$ cat config.mk
export PLATFORM = sky130hd
export DESIGN_NAME = seg7_scan_ctrl
export DESIGN_NICKNAME = d
export VERILOG_FILES = /design/src/rtl/seg7_pkg.sv /design/src/rtl/seg7_hex_decode.sv /design/src/rtl/seg7_scan_ctrl.sv
export SDC_FILE = /design/constraint.sdc
export NUM_CORES = 1
export LEC_CHECK = 0
export CAP_MARGIN = 20
export CORE_ASPECT_RATIO = 2
export CORE_MARGIN = 2
export CORE_UTILIZATION = 40
export DETAILED_ROUTE_END_ITERATION = 16
export RECOVER_POWER = 100
export SKIP_CTS_REPAIR_TIMING = 1
export SYNTH_ARGS = -nofsm -noshare
export SYNTH_HDL_FRONTEND = slang
export SYNTH_HIERARCHICAL = 1
export SYNTH_SLANG_ARGS = --single-unit
$ cat constraint.sdc
create_clock -name clk -period 5.92 [get_ports clk]
set_input_delay 1.184 -clock clk [delete_from_list [all_inputs] [get_ports clk]]
set_output_delay 1.184 -clock clk [all_outputs]
set_load 0.02 [all_outputs]
$ cat src/rtl/seg7_pkg.sv
// Shared types and glyph table for the seven-segment scan controller.
package seg7_pkg;

    typedef logic [6:0] seg_t;

    localparam seg_t       SEG_BLANK = 7'h7F;
    localparam logic [7:0] ANODE_OFF = 8'hFF;

    typedef enum logic {BLANK, SHOW} scan_state_t;

    // Active-low {a..g}, indexed by hex nibble.
    localparam seg_t GLYPH [16] = '{
        7'b0000001, 7'b1001111, 7'b0010010, 7'b0000110,
        7'b1001100, 7'b0100100, 7'b0100000, 7'b0001111,
        7'b0000000, 7'b0000100, 7'b0001000, 7'b1100000,
        7'b0110001, 7'b1000010, 7'b0110000, 7'b0111000
    };

endpackage

$ cat src/rtl/seg7_hex_decode.sv
// Combinational hex nibble to active-low glyph.
module seg7_hex_decode
    import seg7_pkg::*;
(
    input  logic [3:0] nib,
    output seg_t       seg
);

    assign seg = GLYPH[nib];

endmodule

$ cat src/rtl/seg7_scan_ctrl.sv
// 8-digit multiplexed seven-segment scanner with blanking and
// frame-synchronous value updates through a valid/ready write port.
module seg7_scan_ctrl
    import seg7_pkg::*;
#(
    parameter int DIGIT_TICKS = 100000,
    parameter int BLANK_TICKS = 1000
) (
    input  logic        clk,
    input  logic        rst_n,
    input  logic        wr_valid,
    output logic        wr_ready,
    input  logic [31:0] wr_data,
    input  logic [7:0]  wr_mask,
    output logic [6:0]  segments,
    output logic [7:0]  anode,
    output logic [2:0]  digit_idx,
    output logic        frame_done
);

    localparam int TMAX = (DIGIT_TICKS > BLANK_TICKS) ? DIGIT_TICKS : BLANK_TICKS;
    localparam int CW   = $clog2((TMAX > 2) ? TMAX : 2);
    localparam logic [CW-1:0] D_LAST = CW'(DIGIT_TICKS - 1);
    localparam logic [CW-1:0] B_LAST = CW'((BLANK_TICKS > 0) ? BLANK_TICKS - 1 : 0);

    scan_state_t   state, st_nxt;
    logic [2:0]    dig_nxt;
    logic [CW-1:0] cnt, cnt_nxt;
    logic [31:0]   act_data, act_data_nxt, shd_data;
    logic [7:0]    act_mask, act_mask_nxt, shd_mask;
    logic          pending;
    logic          wr_acc;
    logic          lit_nxt;
    seg_t          glyph;

    assign wr_ready = ~pending;
    assign wr_acc   = wr_valid & ~pending;

    always_comb begin
        st_nxt  = state;
        dig_nxt = digit_idx;
        cnt_nxt = cnt + 1'b1;
        unique case (state)
            BLANK: begin
                if (BLANK_TICKS == 0 || cnt == B_LAST) begin
                    st_nxt  = SHOW;
                    cnt_nxt = '0;
                end
            end
            SHOW: begin
                if (cnt == D_LAST) begin
                    dig_nxt = digit_idx + 3'd1;
                    cnt_nxt = '0;
                    st_nxt  = (BLANK_TICKS == 0) ? SHOW : BLANK;
                end
            end
            default: st_nxt = BLANK;
        endcase
    end

    // frame_done marks the boundary cycle; the swap lands on the edge ending it,
    // so outputs for the following cycle must already see the new active value.
    always_comb begin
        act_data_nxt = act_data;
        act_mask_nxt = act_mask;
        if (frame_done && pending) begin
            act_data_nxt = shd_data;
            act_mask_nxt = shd_mask;
        end
    end

    assign lit_nxt = (st_nxt == SHOW) && act_mask_nxt[dig_nxt];

    seg7_hex_decode u_dec (
        .nib (act_data_nxt[{dig_nxt, 2'b00} +: 4]),
        .seg (glyph)
    );

    always_ff @(posedge clk or negedge rst_n) begin
        if (!rst_n) begin
            state      <= BLANK;
            digit_idx  <= '0;
            cnt        <= '0;
            act_data   <= '0;
            act_mask   <= '0;
            shd_data   <= '0;
            shd_mask   <= '0;
            pending    <= 1'b0;
            segments   <= SEG_BLANK;
            anode      <= ANODE_OFF;
            frame_done <= 1'b0;
        end else begin
            state      <= st_nxt;
            digit_idx  <= dig_nxt;
            cnt        <= cnt_nxt;
            act_data   <= act_data_nxt;
            act_mask   <= act_mask_nxt;
            segments   <= lit_nxt ? glyph : SEG_BLANK;
            anode      <= lit_nxt ? ~(8'b1 << dig_nxt) : ANODE_OFF;
            frame_done <= (st_nxt == SHOW) && (dig_nxt == 3'd7) && (cnt_nxt == D_LAST);
            // A write taken on the boundary cycle only fills the shadow.
            if (wr_acc) begin
                shd_data <= wr_data;
                shd_mask <= wr_mask;
                pending  <= 1'b1;
            end else if (frame_done && pending) begin
                pending  <= 1'b0;
            end
        end
    end

endmodule

==> impl_metrics.json, run 1 <==
{
  "cts_root_buf": "clkbuf_16",
  "routed_wirelength_mm": 13.2,
  "fin_crit_sh_pct": 79.9,
  "overflow": 0,
  "synthTopCellsByArea": "dfrtp_1 (42%), mux2_2 (14%), dfstp_2 (6.4%)",
  "dp_hpwl_mm": 9.38,
  "fin_nets": 618,
  "place.port_buffers": 62,
  "die_w_um": 91.5,
  "crit_path_start_kind": "flop",
  "min_period_ns": 4.73,
  "syn-num-nets": 556,
  "failed_checks": "capacitance limit, slew limit",
  "diodes": 0,
  "drc": 0,
  "cts.sinks": 118,
  "yosys.area_share.simple_pct": 12.2,
  "crit_arrival_ns": 5.06,
  "synth-xor-area-share_pct": 2.70,
  "area_growth_syn_to_layout_pct": 21.8,
  "place.gp.congestion": 0.882,
  "nFillCells": 1366,
  "p_per_area_nw_per_um2": 258,
  "skew_ns": 0.0106,
  "status": "finished with violations",
  "drt_iter0_markers": 229,
  "crit_path_end_kind": "flop",
  "core_um2": 15100,
  "synthAdderAreaFrac_pct": 1.84,
  "reg2reg_depth": 12,
  "grt_max_degree": 63,
  "netlist_area_um2": 6120,
  "clk_transition_reported_paths_ns": 0.06,
  "wl_per_cell_um": 16.9,
  "cts_tree": "yes",
  "drive_gt1_share_pct": 23.1,
  "drt_pre_antenna_iters": 4,
  "synth-edff-count": 0,
  "viasPerCell": 5.28,
  "async_reset_ff_share_pct": 100,
  "antenna_found_initial": 0,
  "fmax_mhz": 211,
  "ys_types": 64,
  "synth_mux_area_share_pct": 23.9,
  "critPathKind": "reg2reg",
  "crit_fanout": 32,
  "tightest_slew_ns": 3.27,
  "ioPinCount": 63,
  "grt_pass1_wl_mm": 21.9,
  "grt_setup_unrepaired": "false",
  "p_leak_nw": 3.27,
  "clk_latency_ns": 0.41,
  "max-clock-path-buffers": 2,
  "stdcell_count": 777,
  "finalSetupViolCount": 0,
  "final_common_cell": "dfrtp_1",
  "max-cap-violations": 3,
  "dp_cells": 745,
  "yosys_warnings": 6,
  "die_area_um2": 16400,
  "slew_headroom_pct": -118,
  "hold_class": "reg2reg",
  "rows": 64,
  "synth-compound-area-share_pct": 7.22,
  "die_h_um": 179,
  "yosysSeqAreaShare_pct": 48.6,
  "vias": 4106,
  "ant_nets": 0,
  "hold_viol": 0,
  "htreeDepth": 4,
  "syn_area_per_cell_um2": 12.1,
  "cts_buffers": 17,
  "initial_core_util_pct": 40.4,
  "slew_violations": 133,
  "synth.top_cell.area_share_pct": 42.1,
  "ir_drop_mv": 0.182,
  "critPathRequiredTime_ns": 6.25,
  "synth_top_family_by_area": "multiplexers",
  "tns_ns": 0,
  "synth_top_flop_cell": "dfrtp_1",
  "yosys_register_bits": 118,
  "final_cell_mix": "dfrtp_1 (103), mux2_2 (59), clkdlybuf4s50_1 (42), nand2_1 (32), inv_1 (24)",
  "synth_top_area_cell": "dfrtp_1",
  "grt_util_all_layers_pct": 17.3,
  "grt_pass1_vias": 4225,
  "hold_path_depth": 1,
  "syn_inst": 504
}
[cell families after synthesis]
kind of cell             Yosys count
AO/OA/AOI/OAI                     58
XOR/XNOR                          18
adder cells (fa/ha/maj)            9
buffers and inverters             51
flip-flops                       118
multiplexers                     114
AND/OR/NAND/NOR                  136
[worst max-delay path: stages (launching register included)]
cell	delay [ns]
dfrtp_1	0.40
nand2_1	1.11
clkbuf_1	0.62
mux4_2	0.33
a22oi_1	0.10
a41o_1	0.33
nand3_1	0.08
a2bb2oi_1	0.41
inv_1	0.20
ha_1	0.34
inv_1	0.04
mux4_1	0.45
or2_1	0.23
[metrics by stage]
step	power [W]	hold slack, ns	setup slack, ns	cell area [um^2]	utilization, %
floorplan	0.000857	0.464	2.37	6120	-
global placement	0.000906	0.488	2.08	6920	45.7
detailed placement	0.000907	0.493	1.95	6940	45.8
CTS	0.00195	0.513	1.94	7540	49.8
global route	0.00199	0.520	0.866	7450	49.2
finish	0.00192	0.487	1.19	7450	49.2
[area by class of cell]
type	count	area, um^2	share of cell area, %
multi-input cells	335	2890	38.7
clock buffers	19	453	6.08
inverters	25	93.8	1.26
flip-flops and latches	118	2970	39.9
repair buffers	69	652	8.75
clock inverters	13	148	1.98
well taps	198	248	3.32
[layer usage]
metal | vias to the layer above | GRT usage [%] | wire (um)
met4 | 0 | 7.07 | 244
met3 | 20 | 4.04 | 575
li1 | 1957 | - | -
met2 | 103 | 28.7 | 6490
met5 | - | 0 | 0
met1 | 2026 | 21.6 | 5840
[state kept, by name, indices dropped and copies added (netlist names), 3 cells and up]
| name | flops |
|---|---|
| act_data | 32 |
| shd_data | 32 |
| cnt | 17 |
| act_mask | 8 |
| anode | 8 |
| shd_mask | 8 |
| segments | 7 |
| digit_idx | 3 |
[synthesized netlist by cell type, types with 3 or more instances]
cell type  number
o211ai_1        3
ha_1            9
nor2_1         20
mux2_2         74
nor4_1          3
and3_1          4
a21oi_1         4
nor3_1         10
nor2b_1         6
clkbuf_1       15
nand2_1        31
nand2b_1        7
xnor2_1        11
and2_1          5
dfstp_2        15
dfrtp_1       103
or2_2           3
a31oi_1         5
nand3_1        17
nand4_1         8
xor2_1          6
mux4_2         16
mux2i_1        22
or2_1           7
buf_2           7
a22oi_1         7
o22ai_1         7
o2bb2ai_1       3
and4_1          3
o21ai_0        10
inv_1          24
[where the power goes]
part,total [W],internal [W],switching (W)
registers,0.000832,0.000822,0.0000109
logic,0.0000580,0.0000366,0.0000215
clock network,0.00103,0.000645,0.000385
total,0.00192,0.00150,0.000418
[final timing paths]
| check | from | endpoint | slack [ns] |
|---|---|---|---|
| worst min register to register | frame_done | pending | 0.49 |
| min in group asynchronous | rst_n | act_data[3] | 1.85 |
| worst max-delay path | frame_done | segments[3] | 1.19 |
| max in group asynchronous | rst_n | cnt[8] | 2.02 |
| worst max register to register | frame_done | segments[3] | 1.19 |
| worst min-delay path | frame_done | pending | 0.49 |
Power figures use the tool's default switching activity.
==> inputs of run 2 (changes only) <==
- clock period: 5.92 -> 4.5 ns (I/O delays scaled with it)
==> run 2 against run 1 <==
Compared with the run above:
- the run still ends with capacitance limit, slew limit left
- cell area is 0.10% lower
- count of clock-buffer cells in the layout stayed put
- worst hold slack worse by 0.010 ns
- die area stayed put
- critical path type unchanged
- largest power group unchanged
- highest routed layer unchanged
==> impl_metrics.json, run 2 (same netlist as run 1, synthesis figures left out) <==
{
  "status": "finished with violations",
  "failed_checks": "capacitance limit, slew limit",
  "finalWorstSetupSlack_ns": 0.442,
  "crit_path_cell_trace": "nand2_1 -> mux2i_1 -> mux4_2 -> a21oi_1 -> a21oi_1 -> a2bb2oi_1 -> inv_1 -> ha_1 -> inv_1 -> mux4_1 -> or2_1",
  "slew_headroom_pct": -15.0,
  "fmax_mhz": 246,
  "hold_viol": 0,
  "clk_transition_reported_paths_ns": 0.05,
  "diodes": 0,
  "drt_pre_antenna_iters": 4,
  "wl_per_cell_um": 16.8,
  "placed_area_um2": 6970,
  "slew_violations": 91,
  "ant_nets": 0,
  "area_growth_syn_to_layout_pct": 21.6,
  "cts_root_buf": "clkbuf_16",
  "p_per_area_nw_per_um2": 333,
  "cp_slowest_stage_delay_ns": 0.79,
  "max-clock-path-buffers": 2,
  "dp_hpwl_mm": 9.34,
  "viasPerCell": 5.37,
  "vias": 4181,
  "fin_crit_sh_pct": 90.2,
  "top_regs": "act_data: 32 flops, shd_data: 32 flops, cnt: 17 flops",
  "crit_path_start_kind": "flop",
  "clk_latency_ns": 0.41,
  "critPathKind": "reg2reg",
  "nFillCells": 1349,
  "place.port_buffers": 62,
  "grt_pass1_wl_mm": 22.3,
  "tns_ns": 0,
  "overflow": 0,
  "ioPinCount": 63,
  "final_cell_mix": "dfrtp_1 (103), mux2_2 (60), clkdlybuf4s50_1 (42), nand2_1 (32), inv_1 (24)",
  "worst_path_max_delay_cell": "nand2_1",
  "ir_drop_mv": 0.268,
  "critPathRequiredTime_ns": 4.83,
  "drc": 0,
  "cts_buffers": 17,
  "max-cap-violations": 2,
  "place.gp.congestion": 0.921,
  "die_h_um": 179,
  "drive_gt1_share_pct": 23.6,
  "crit_fanout": 22,
  "antenna_found_initial": 0,
  "rows": 64,
  "die_w_um": 91.5,
  "skew_ns": 0.0102,
  "hold_class": "reg2reg",
  "total_power_w": 0.00248,
  "grt_util_all_layers_pct": 17.4,
  "grt_setup_unrepaired": "false",
  "htreeDepth": 4,
  "core_um2": 15100,
  "final_common_cell": "dfrtp_1",
  "grt_pass1_vias": 4332,
  "routed_wirelength_mm": 13.1,
  "cts.sinks": 118,
  "final_area_um2": 7440,
  "crit_arrival_ns": 4.39,
  "crit_path_end_kind": "flop",
  "p_leak_nw": 3.27,
  "fin_nets": 621,
  "die_area_um2": 16400,
  "initial_core_util_pct": 40.4,
  "post-place-ws_ns": 0.463,
  "cts_tree": "yes",
  "min_period_ns": 4.06,
  "drt_iter0_markers": 220,
  "tightest_slew_ns": 1.72,
  "finalSetupViolCount": 0,
  "grt_max_degree": 72
}
run 2: area by class of cell:
type                            instances  area, um^2  area share [%]
Sequential cell                       118        2970            39.9
Multi-Input combinational cell        335        2880            38.7
Timing Repair Buffer                   72         676            9.08
Clock buffer                           19         443            5.95
Tap cell                              198         248            3.33
Clock inverter                         12         131            1.77
Inverter                               25        93.8            1.26
run 2: path summary, 6_finish.rpt:
check	cells after the start	startpoint	endpoint	slack, ns
setup / recovery	11	frame_done	segments[3]	0.44
hold / removal	1	frame_done	pending	0.48
setup reg to reg	11	frame_done	segments[3]	0.44
hold reg to reg	1	frame_done	pending	0.48
max in group asynchronous	2	rst_n	shd_data[24]	1.52
min in group asynchronous	1	rst_n	act_data[3]	0.92
run 2: critical path: cells and delay by family (launching register included):
kind / cells / cell delay, ns
adder cells (fa/ha/maj): 1 / 0.35
AND/OR/NAND/NOR: 2 / 1.02
AO/OA/AOI/OAI: 3 / 0.63
multiplexers: 3 / 1.34
buffers and inverters: 2 / 0.24
flip-flops: 1 / 0.39
run 2: through the flow:
stage | std cells | hold slack (ns) | utilization (%)
after floorplan | 504 | 0.464 | -
after global placement | 747 | 0.485 | 45.8
after detailed placement | 748 | 0.489 | 46.0
after CTS | 779 | 0.509 | 49.8
after global routing | 779 | 0.530 | 49.2
final | 779 | 0.477 | 49.2
run 2: power breakdown:
part / leakage, nW / internal (W) / switching [W]
combinational: 1.47 / 0.0000481 / 0.0000285
clock: 0.271 / 0.000823 / 0.000480
sequential: 1.53 / 0.00108 / 0.0000143
run 2: per-layer routing:
metal	global-route usage, %	share of wire [%]	vias up
li1	-	-	1959
met3	3.57	4.2	25
met5	0	0	-
met2	28.4	50	110
met4	8.21	2.4	0
met1	22.1	44	2087
